==> src/rtl/calc_cmd_scheduler_pkg.sv <==
// Shared constants for the calculator command scheduler: calculator status
// codes, key command codes and scheduler state encodings.
package calc_cmd_scheduler_pkg;

    // Calculator status as reported on calc_status
    localparam logic [1:0] ST_ERR   = 2'b00;
    localparam logic [1:0] ST_BUSY  = 2'b01;
    localparam logic [1:0] ST_READY = 2'b10;

    // Operator / control key codes (digits are 4'h0..4'h9)
    localparam logic [3:0] CMD_ADD  = 4'hA;
    localparam logic [3:0] CMD_SUB  = 4'hB;
    localparam logic [3:0] CMD_MUL  = 4'hC;
    localparam logic [3:0] CMD_EQ   = 4'hE;
    localparam logic [3:0] CMD_BKSP = 4'hF;

    // Scheduler states
    typedef logic [1:0] sched_state_t;
    localparam sched_state_t S_IDLE     = 2'd0;
    localparam sched_state_t S_GAP      = 2'd1;
    localparam sched_state_t S_WAIT_RES = 2'd2;
    localparam sched_state_t S_ERROR    = 2'd3;

    // The equals key terminates an expression and starts a result wait
    function automatic logic is_eq(input logic [3:0] code);
        return code == CMD_EQ;
    endfunction

endpackage

==> src/rtl/calc_cmd_scheduler_if.sv <==
// Handshake and calculator-side bundle of the command scheduler.
// master: requesters + calculator model side; slave: the scheduler.
interface calc_cmd_scheduler_if;
    logic [3:0] req0_cmd;
    logic       req0_valid;
    logic       req0_ready;
    logic [3:0] req1_cmd;
    logic       req1_valid;
    logic       req1_ready;
    logic [1:0] calc_status;
    logic [3:0] calc_cmd;
    logic       calc_cmd_valid;
    logic       owner;
    logic       locked;
    logic       err;
    logic       timeout;

    modport master (
        output req0_cmd, req0_valid, req1_cmd, req1_valid, calc_status,
        input  req0_ready, req1_ready, calc_cmd, calc_cmd_valid,
               owner, locked, err, timeout
    );

    modport slave (
        input  req0_cmd, req0_valid, req1_cmd, req1_valid, calc_status,
        output req0_ready, req1_ready, calc_cmd, calc_cmd_valid,
               owner, locked, err, timeout
    );
endinterface

==> src/rtl/calc_cmd_scheduler_cmd_fifo.sv <==
// Small command FIFO with show-ahead head output. A pop frees its slot in
// the same cycle, so push+pop on a full FIFO is accepted.
module cmd_fifo #(
    parameter int DEPTH = 4,
    parameter int DW    = 4
) (
    input  logic          i_clock,
    input  logic          i_reset,
    input  logic          i_push,
    input  logic          i_pop,
    input  logic          i_flush,
    input  logic [DW-1:0] i_din,
    output logic [DW-1:0] o_dout,
    output logic          o_full,
    output logic          o_empty
);
    localparam int AW = (DEPTH > 1) ? $clog2(DEPTH) : 1;
    localparam logic [AW:0] FULL_CNT = (AW+1)'(DEPTH);

    logic [DW-1:0] r_mem [DEPTH];
    logic [AW-1:0] r_wptr;
    logic [AW-1:0] r_rptr;
    logic [AW:0]   r_count;
    logic          w_do_push;
    logic          w_do_pop;

    assign o_full    = (r_count == FULL_CNT);
    assign o_empty   = (r_count == '0);
    assign o_dout    = r_mem[r_rptr];
    assign w_do_pop  = i_pop && !o_empty;
    assign w_do_push = i_push && (!o_full || w_do_pop);

    // Storage array: written on accepted push, contents need no reset
    always_ff @(posedge i_clock) begin
        if (w_do_push && !i_flush) begin
            r_mem[r_wptr] <= i_din;
        end
    end

    // Pointers wrap naturally (power-of-two depth); count tracks occupancy
    always_ff @(posedge i_clock or posedge i_reset) begin
        if (i_reset) begin
            r_wptr  <= '0;
            r_rptr  <= '0;
            r_count <= '0;
        end else if (i_flush) begin
            r_wptr  <= '0;
            r_rptr  <= '0;
            r_count <= '0;
        end else begin
            if (w_do_push) r_wptr <= r_wptr + 1'b1;
            if (w_do_pop)  r_rptr <= r_rptr + 1'b1;
            case ({w_do_push, w_do_pop})
                2'b10:   r_count <= r_count + 1'b1;
                2'b01:   r_count <= r_count - 1'b1;
                default: r_count <= r_count;
            endcase
        end
    end
endmodule

==> src/rtl/calc_cmd_scheduler.sv <==
// Shares the calculator command input between keypad (req0) and serial
// (req1). Ownership is locked per expression, codes are queued and issued
// as one-cycle strobes while the calculator is ready, with an inter-issue
// gap, a result-wait timeout and a sticky error state.
module calc_cmd_scheduler
    import calc_cmd_scheduler_pkg::*;
#(
    parameter int FIFO_DEPTH   = 4,
    parameter int GAP_CYCLES   = 2,
    parameter int BUSY_TIMEOUT = 64
) (
    input  logic               clock,
    input  logic               reset,
    calc_cmd_scheduler_if.slave bus
);
    localparam int              WW       = $clog2(BUSY_TIMEOUT + 1);
    localparam logic [WW-1:0]   TO_VAL   = WW'(BUSY_TIMEOUT);
    localparam logic [3:0]      GAP_LAST = 4'(GAP_CYCLES - 1);

    sched_state_t  r_state;
    logic [3:0]    r_gap_cnt;
    logic [WW-1:0] r_wait_cnt;
    logic [3:0]    r_cmd;
    logic          r_last_eq;
    logic          r_err;
    logic          r_timeout;
    logic          r_owner;
    logic          r_locked;
    logic          r_rr;

    logic [3:0]    w_head;
    logic          w_full;
    logic          w_empty;
    logic          w_issue;
    logic          w_can;
    logic          w_ready0;
    logic          w_ready1;
    logic          w_acc0;
    logic          w_acc1;
    logic          w_push;
    logic [3:0]    w_push_cmd;
    logic          w_flush;

    // Requester may push when the queue has room and we are not in ERROR.
    // While unlocked, a requester is grantable unless the other one is also
    // valid and the round-robin pointer favours the other.
    assign w_can      = !reset && (r_state != S_ERROR) && !w_full;
    assign w_ready0   = w_can && (r_locked ? !r_owner : (!bus.req1_valid || !r_rr));
    assign w_ready1   = w_can && (r_locked ?  r_owner : (!bus.req0_valid ||  r_rr));
    assign w_acc0     = bus.req0_valid && w_ready0;
    assign w_acc1     = bus.req1_valid && w_ready1;
    assign w_push     = w_acc0 || w_acc1;
    assign w_push_cmd = w_acc1 ? bus.req1_cmd : bus.req0_cmd;
    assign w_flush    = (r_state == S_ERROR);

    // Issue only from IDLE with a queued code and a ready calculator; an
    // error status is never READY, so it suppresses the strobe by itself.
    assign w_issue = (r_state == S_IDLE) && !w_empty && (bus.calc_status == ST_READY);

    assign bus.req0_ready     = w_ready0;
    assign bus.req1_ready     = w_ready1;
    assign bus.calc_cmd       = w_issue ? w_head : r_cmd;
    assign bus.calc_cmd_valid = w_issue;
    assign bus.owner          = r_owner;
    assign bus.locked         = r_locked && (r_state != S_ERROR);
    assign bus.err            = r_err;
    assign bus.timeout        = r_timeout;

    cmd_fifo #(
        .DEPTH (FIFO_DEPTH),
        .DW    (4)
    ) u_fifo (
        .i_clock (clock),
        .i_reset (reset),
        .i_push  (w_push),
        .i_pop   (w_issue),
        .i_flush (w_flush),
        .i_din   (w_push_cmd),
        .o_dout  (w_head),
        .o_full  (w_full),
        .o_empty (w_empty)
    );

    // Ownership: grant on first accepted code, release on accepted equals
    always_ff @(posedge clock or posedge reset) begin
        if (reset) begin
            r_owner  <= 1'b0;
            r_locked <= 1'b0;
            r_rr     <= 1'b0;
        end else if (r_state == S_ERROR) begin
            r_locked <= 1'b0;
        end else if (w_push) begin
            if (!r_locked) begin
                r_owner <= w_acc1;
                if (bus.req0_valid && bus.req1_valid) r_rr <= ~r_rr;
            end
            r_locked <= !is_eq(w_push_cmd);
        end
    end

    // Issue sequencing: IDLE -> GAP -> (WAIT_RES after equals) -> IDLE
    always_ff @(posedge clock or posedge reset) begin
        if (reset) begin
            r_state    <= S_IDLE;
            r_gap_cnt  <= '0;
            r_wait_cnt <= '0;
            r_cmd      <= '0;
            r_last_eq  <= 1'b0;
            r_err      <= 1'b0;
            r_timeout  <= 1'b0;
        end else if (bus.calc_status == ST_ERR) begin
            r_err   <= 1'b1;
            r_state <= S_ERROR;
        end else begin
            case (r_state)
                S_IDLE: begin
                    if (w_issue) begin
                        r_cmd     <= w_head;
                        r_last_eq <= is_eq(w_head);
                        r_gap_cnt <= '0;
                        r_state   <= S_GAP;
                    end
                end
                S_GAP: begin
                    if (r_gap_cnt == GAP_LAST) begin
                        r_wait_cnt <= '0;
                        r_state    <= r_last_eq ? S_WAIT_RES : S_IDLE;
                    end else begin
                        r_gap_cnt <= r_gap_cnt + 1'b1;
                    end
                end
                S_WAIT_RES: begin
                    if ((r_wait_cnt != '0) && (bus.calc_status == ST_READY)) begin
                        r_state <= S_IDLE;
                    end else if (r_wait_cnt >= TO_VAL) begin
                        r_timeout <= 1'b1;
                        r_err     <= 1'b1;
                        r_state   <= S_ERROR;
                    end else begin
                        r_wait_cnt <= r_wait_cnt + 1'b1;
                    end
                end
                default: r_state <= S_ERROR;
            endcase
        end
    end
endmodule
==> src/flat_wrapper.sv <==
// flat-port wrapper written by rule: the top's interface ports become plain ports
module calc_cmd_scheduler_flat import calc_cmd_scheduler_pkg::*;
#(
    parameter int FIFO_DEPTH   = 4,
    parameter int GAP_CYCLES   = 2,
    parameter int BUSY_TIMEOUT = 64
)
  (clock, reset, bus_req0_cmd, bus_req0_valid, bus_req1_cmd, bus_req1_valid, bus_calc_status, bus_req0_ready, bus_req1_ready, bus_calc_cmd, bus_calc_cmd_valid, bus_owner, bus_locked, bus_err, bus_timeout);
  calc_cmd_scheduler_if bus_i ();
  input  logic clock;
  input  logic reset;
  input wire logic [$bits(bus_i.req0_cmd)-1:0] bus_req0_cmd;
  input wire logic [$bits(bus_i.req0_valid)-1:0] bus_req0_valid;
  input wire logic [$bits(bus_i.req1_cmd)-1:0] bus_req1_cmd;
  input wire logic [$bits(bus_i.req1_valid)-1:0] bus_req1_valid;
  input wire logic [$bits(bus_i.calc_status)-1:0] bus_calc_status;
  output wire logic [$bits(bus_i.req0_ready)-1:0] bus_req0_ready;
  output wire logic [$bits(bus_i.req1_ready)-1:0] bus_req1_ready;
  output wire logic [$bits(bus_i.calc_cmd)-1:0] bus_calc_cmd;
  output wire logic [$bits(bus_i.calc_cmd_valid)-1:0] bus_calc_cmd_valid;
  output wire logic [$bits(bus_i.owner)-1:0] bus_owner;
  output wire logic [$bits(bus_i.locked)-1:0] bus_locked;
  output wire logic [$bits(bus_i.err)-1:0] bus_err;
  output wire logic [$bits(bus_i.timeout)-1:0] bus_timeout;
  assign bus_i.req0_cmd = bus_req0_cmd;
  assign bus_i.req0_valid = bus_req0_valid;
  assign bus_i.req1_cmd = bus_req1_cmd;
  assign bus_i.req1_valid = bus_req1_valid;
  assign bus_i.calc_status = bus_calc_status;
  assign bus_req0_ready = bus_i.req0_ready;
  assign bus_req1_ready = bus_i.req1_ready;
  assign bus_calc_cmd = bus_i.calc_cmd;
  assign bus_calc_cmd_valid = bus_i.calc_cmd_valid;
  assign bus_owner = bus_i.owner;
  assign bus_locked = bus_i.locked;
  assign bus_err = bus_i.err;
  assign bus_timeout = bus_i.timeout;
  calc_cmd_scheduler #(.FIFO_DEPTH(FIFO_DEPTH), .GAP_CYCLES(GAP_CYCLES), .BUSY_TIMEOUT(BUSY_TIMEOUT)) u_core (.clock(clock), .reset(reset), .bus(bus_i));
endmodule
==> config.mk <==
export PLATFORM = sky130hd
export DESIGN_NAME = calc_cmd_scheduler_flat
export DESIGN_NICKNAME = d
export VERILOG_FILES = /design/src/rtl/calc_cmd_scheduler_pkg.sv /design/src/rtl/calc_cmd_scheduler_if.sv /design/src/rtl/calc_cmd_scheduler_cmd_fifo.sv /design/src/rtl/calc_cmd_scheduler.sv /design/src/flat_wrapper.sv
export SDC_FILE = /design/constraint.sdc
export NUM_CORES = 1
export LEC_CHECK = 0
export ABC_AREA = 1
export BUFFER_PORTS_ARGS = -buffer_cell sky130_fd_sc_hd__buf_4
export CORE_MARGIN = 2
export CORE_UTILIZATION = 30
export CTS_CLUSTER_SIZE = 8
export DETAILED_ROUTE_END_ITERATION = 10
export GPL_TIMING_DRIVEN = 0
export SLEW_MARGIN = 20
export SYNTH_ARGS = -nofsm -noshare
export SYNTH_HDL_FRONTEND = slang
export SYNTH_SLANG_ARGS = --single-unit
==> constraint.sdc <==
create_clock -name clock -period 2.2 [get_ports clock]
set_clock_uncertainty 0.15 [all_clocks]
set_input_delay 0.33 -clock clock [delete_from_list [all_inputs] [get_ports clock]]
set_output_delay 0.33 -clock clock [all_outputs]
set_load 0.03 [all_outputs]
==> impl_results.md <==
* Crit path largest cell delay at about 450 ps
* Final Hold Fails at 0
* ANT nets after route at 0
* YS warnings at 0
* Port bufs at 24
* Top layer reached by signal wires: met4
* Max cap viols at 0
* Post-DP HPWL at between 3000 and 4000 um
* Reg-to-Reg Start: u_core.r_state[0]
* Synth Area in Simple Gates at around a quarter
* Startpoint types: flop
* Most frequent CP cell: buf_4
* Register share of total power at between 30% and 40%
* Type of destination of the critical path: output pin
* First-pass GRT wire length at ~9000 um
* R2R Path End: u_core.u_fifo.r_count[2]
* R2R Setup Slk at approximately 100 ps
* Number of synthesized flops with an enable pin at 16
* Overall die width at 95.1 um
* Main combinational cell family by area after synthesis: simple AND/OR/NAND/NOR gates
* Switch Pwr at 0.00159 W
* Total number of H-tree levels at 2
* Post-synthesis xor/xnor area fraction at under 10%
* Pins Over Slew Limit at 0
* GRT Total Usage at roughly an eighth
* Critical-path maximum fanout at 10
* Area Growth Syn to Fin at 22.8%
* Adder-Cell Fraction of Synth Area at 4.82%
* Crit share post-route at 96.3%
* Cts bufs inserted at 5
* First-pass DRT Iterations at 5
* Netlist cell types at 38
* Tightest Hold Check Type: in2reg
* Reg2Reg Depth at 13
* Pin count of the biggest net entering global routing at 17
* Initial antenna violation count at 0
* Hold Crit Depth at 3
* Vias after detailed routing at 2,008
* CTS root buf: clkbuf_8
* Hold endpoint: u_core.bus.err
* Worst EP required at 1720 ps
* Area after DPL at 2820 um^2
* IO Count at 25
* DR DRC count at 0
* Routed length on met3 at 260 um
* Combinational share of power at 48.4%
* Clk slew on worst S/H paths at 90 ps
* Min-delay src: bus_calc_status[0]
* Min Hold Slack at about 150 ps
* Met2 wire length at 2300 um
* DR iter-0 viols at 156
* Slowest cell on crit path: dfrtp_2
* Final antenna diode count at 0
* Dominant synthesized flop cell: dfrtp_1
* Pwr per Cell Area at 1190 nW/um^2
* Starting Density at 30.6%
* WL met1 at 2540 um
* Mapped Cells at roughly 290
* Arr. time, crit path at 1640 ps
* Mapped Area at about 2500 um^2
* Post-synthesis mux area share at 0%
* Final wirelength at 5200 um
* Final Wtd Congestion at 0.810
* PnR worst setup slack at 80.6 ps
* Via count of the first global-routing pass at 1,925
* Worst Tran Pin Value at 764 ps
* VDD IR max at between 500 and 600 uV
* Clock Path Buffers at 2
* CP delay by family, top: flip-flops
* Status: finished, final reports clean
* Max Clk Rate at 472 MHz
* WP buf/inv at 2
* FP Rows at 33
* GR Overflow Total at 0
* Syn Nets at 309
* Seq/Total Area, Yosys at about 50%
* Synth Area in Compound Gates at 12.2%
* Dpl ws at -621 ps
* Final nets at 354
* Ys async rst share at 65.2%
* Shortest period the worst path allows at 2120 ps
* Fraction of layout cells with a size suffix above 1 at 23.5%
* Fin area at 3060 um^2
* Clock sink count at 46
* RSZ-0062 raised after global routing: true
* Kind of critical path: reg2out
* Internal power at 0.00204 W
* Post-Syn Area per Cell at between 8 and 9 um^2
* Die H at approximately 95 um
* CP Launch Point: u_core.r_state[0]
* Slew Limit Headroom at 48.9%
* Switching Fraction at a little over two fifths
* Clock Latency Late Sink at 310 ps
* Seq cells post-synth at 46
* Static leakage at 1.40 nW
* Final Setup Violations at 0
* Clock network power share at 14.8%
* Via/cell ratio at 4.59
* Routed length per instance at around 12 um
* CTS tree: done
* Die area at 9040 um^2
* CP cell instances: nor2_2 > nand3_4 > buf_4 > a21o_1 > buf_4
* Area of the core at 8130 um^2
==> worst max path at each step <==
stage / to / slack, ps / cells past startpoint
final: bus_calc_cmd[1] / 80 / 5
after global routing: u_core.u_fifo.r_count[2] / -40 / 13
after CTS: bus_calc_cmd[3] / 3 / 7
after detailed placement: u_core.u_fifo.r_count[2] / -620 / 14
after global placement: u_core.u_fifo.r_count[2] / -600 / 14
after floorplan: u_core.u_fifo.r_count[2] / -130 / 13
==> cell type report <==
type                    instances  area, um^2
inverters                      43         168
clock buffers                   5        68.8
plain buffers                   3        20.0
multi-input cells             194        1120
repair buffers                 37         283
clock inverters                 3        23.8
flip-flops and latches         46        1240
repair inverters                1        5.00
well taps                     105         131
fillers                       818        5080
==> metrics by stage <==
step / TNS, ps / total power [W] / std cells / utilization, %
2_1_floorplan: -131 / 0.00251 / 286 / -
3_3_place_gp: -8140 / 0.00290 / 415 / 34.6
3_5_place_dp: -8570 / 0.00293 / 415 / 34.6
4_1_cts: 0 / 0.00358 / 434 / 37.0
5_1_grt: -63.5 / 0.00397 / 437 / 37.6
6_report: 0 / 0.00363 / 437 / 37.6
==> cell families after synthesis <==
logic type,Yosys count
AOI/OAI and AO/OA,50
xor gates and xnor gates,6
adders and majority gates,9
buffers and inverters,46
DFF,46
and+or+nand+nor,129
==> state kept, by name, summed over array words and instances, names as in the netlist <==
signal                 count
u_core.bus.err             1
u_core.bus.owner           1
u_core.bus.timeout         1
u_core.r_cmd               4
u_core.r_gap_cnt           4
u_core.r_last_eq           1
u_core.r_locked            1
u_core.r_rr                1
u_core.r_state             2
u_core.r_wait_cnt          7
u_core.u_fifo.r_count      3
u_core.u_fifo.r_mem       16
u_core.u_fifo.r_rptr       2
u_core.u_fifo.r_wptr       2
==> power by group through the flow <==
stage,Sequential (W),Combinational (W),Clock [W]
finish,0.00133,0.00175,0.000537
global route,0.00136,0.00200,0.000598
CTS,0.00133,0.00170,0.000555
detailed placement,0.00134,0.00159,0
global placement,0.00133,0.00157,0
floorplan,0.00132,0.00119,0
==> cell usage after synthesis, types with 3 or more instances <==
master | instances | area (um^2)
a21oi_1 | 4 | 20.0
dfrtp_1 | 30 | 751
edfxtp_1 | 16 | 480
ha_1 | 8 | 100
inv_1 | 40 | 150
inv_2 | 3 | 11.3
nand2_1 | 54 | 203
nand3_1 | 11 | 55.1
nand3_2 | 3 | 30.0
nand4_1 | 11 | 68.8
nor2_1 | 36 | 135
nor3_1 | 3 | 15.0
o21ai_0 | 26 | 130
o21ai_1 | 5 | 25.0
xor2_1 | 4 | 35.0
==> placed cells by master (no fill, tap or decap), types with 4 or more instances in the layout <==
master	count
edfxtp_1	16
nand2_1	53
xor2_1	4
dfrtp_2	5
buf_4	37
nand4_1	11
nand3_1	11
ha_1	8
o21ai_0	22
inv_1	38
nor2_1	34
clkbuf_8	5
o21ai_1	9
dfrtp_1	25
==> tightest hold or removal path: cells and delay by family <==
family | cells | cell delay, ps
and+or+nand+nor | 2 | 160
buffers and inverters | 1 | 90
==> repair_timing <==
action | CTS | global route
pin swaps | 5 | 3
gates cloned | 1 | 0
endpoints found under the setup margin | 24 | 7
hold buffers | 2 | 0
resized for setup | 7 | 14
hold endpoints to repair | 30 | 0
buffers inserted | 8 | 3
==> metal layers <==
metal,GRT usage (%),vias up
met2,19.5,47
met4,4.47,0
met3,2.45,8
li1,-,1033
met1,18.1,920
met5,0,-
Note: power is estimated with default switching activity, not from simulation.
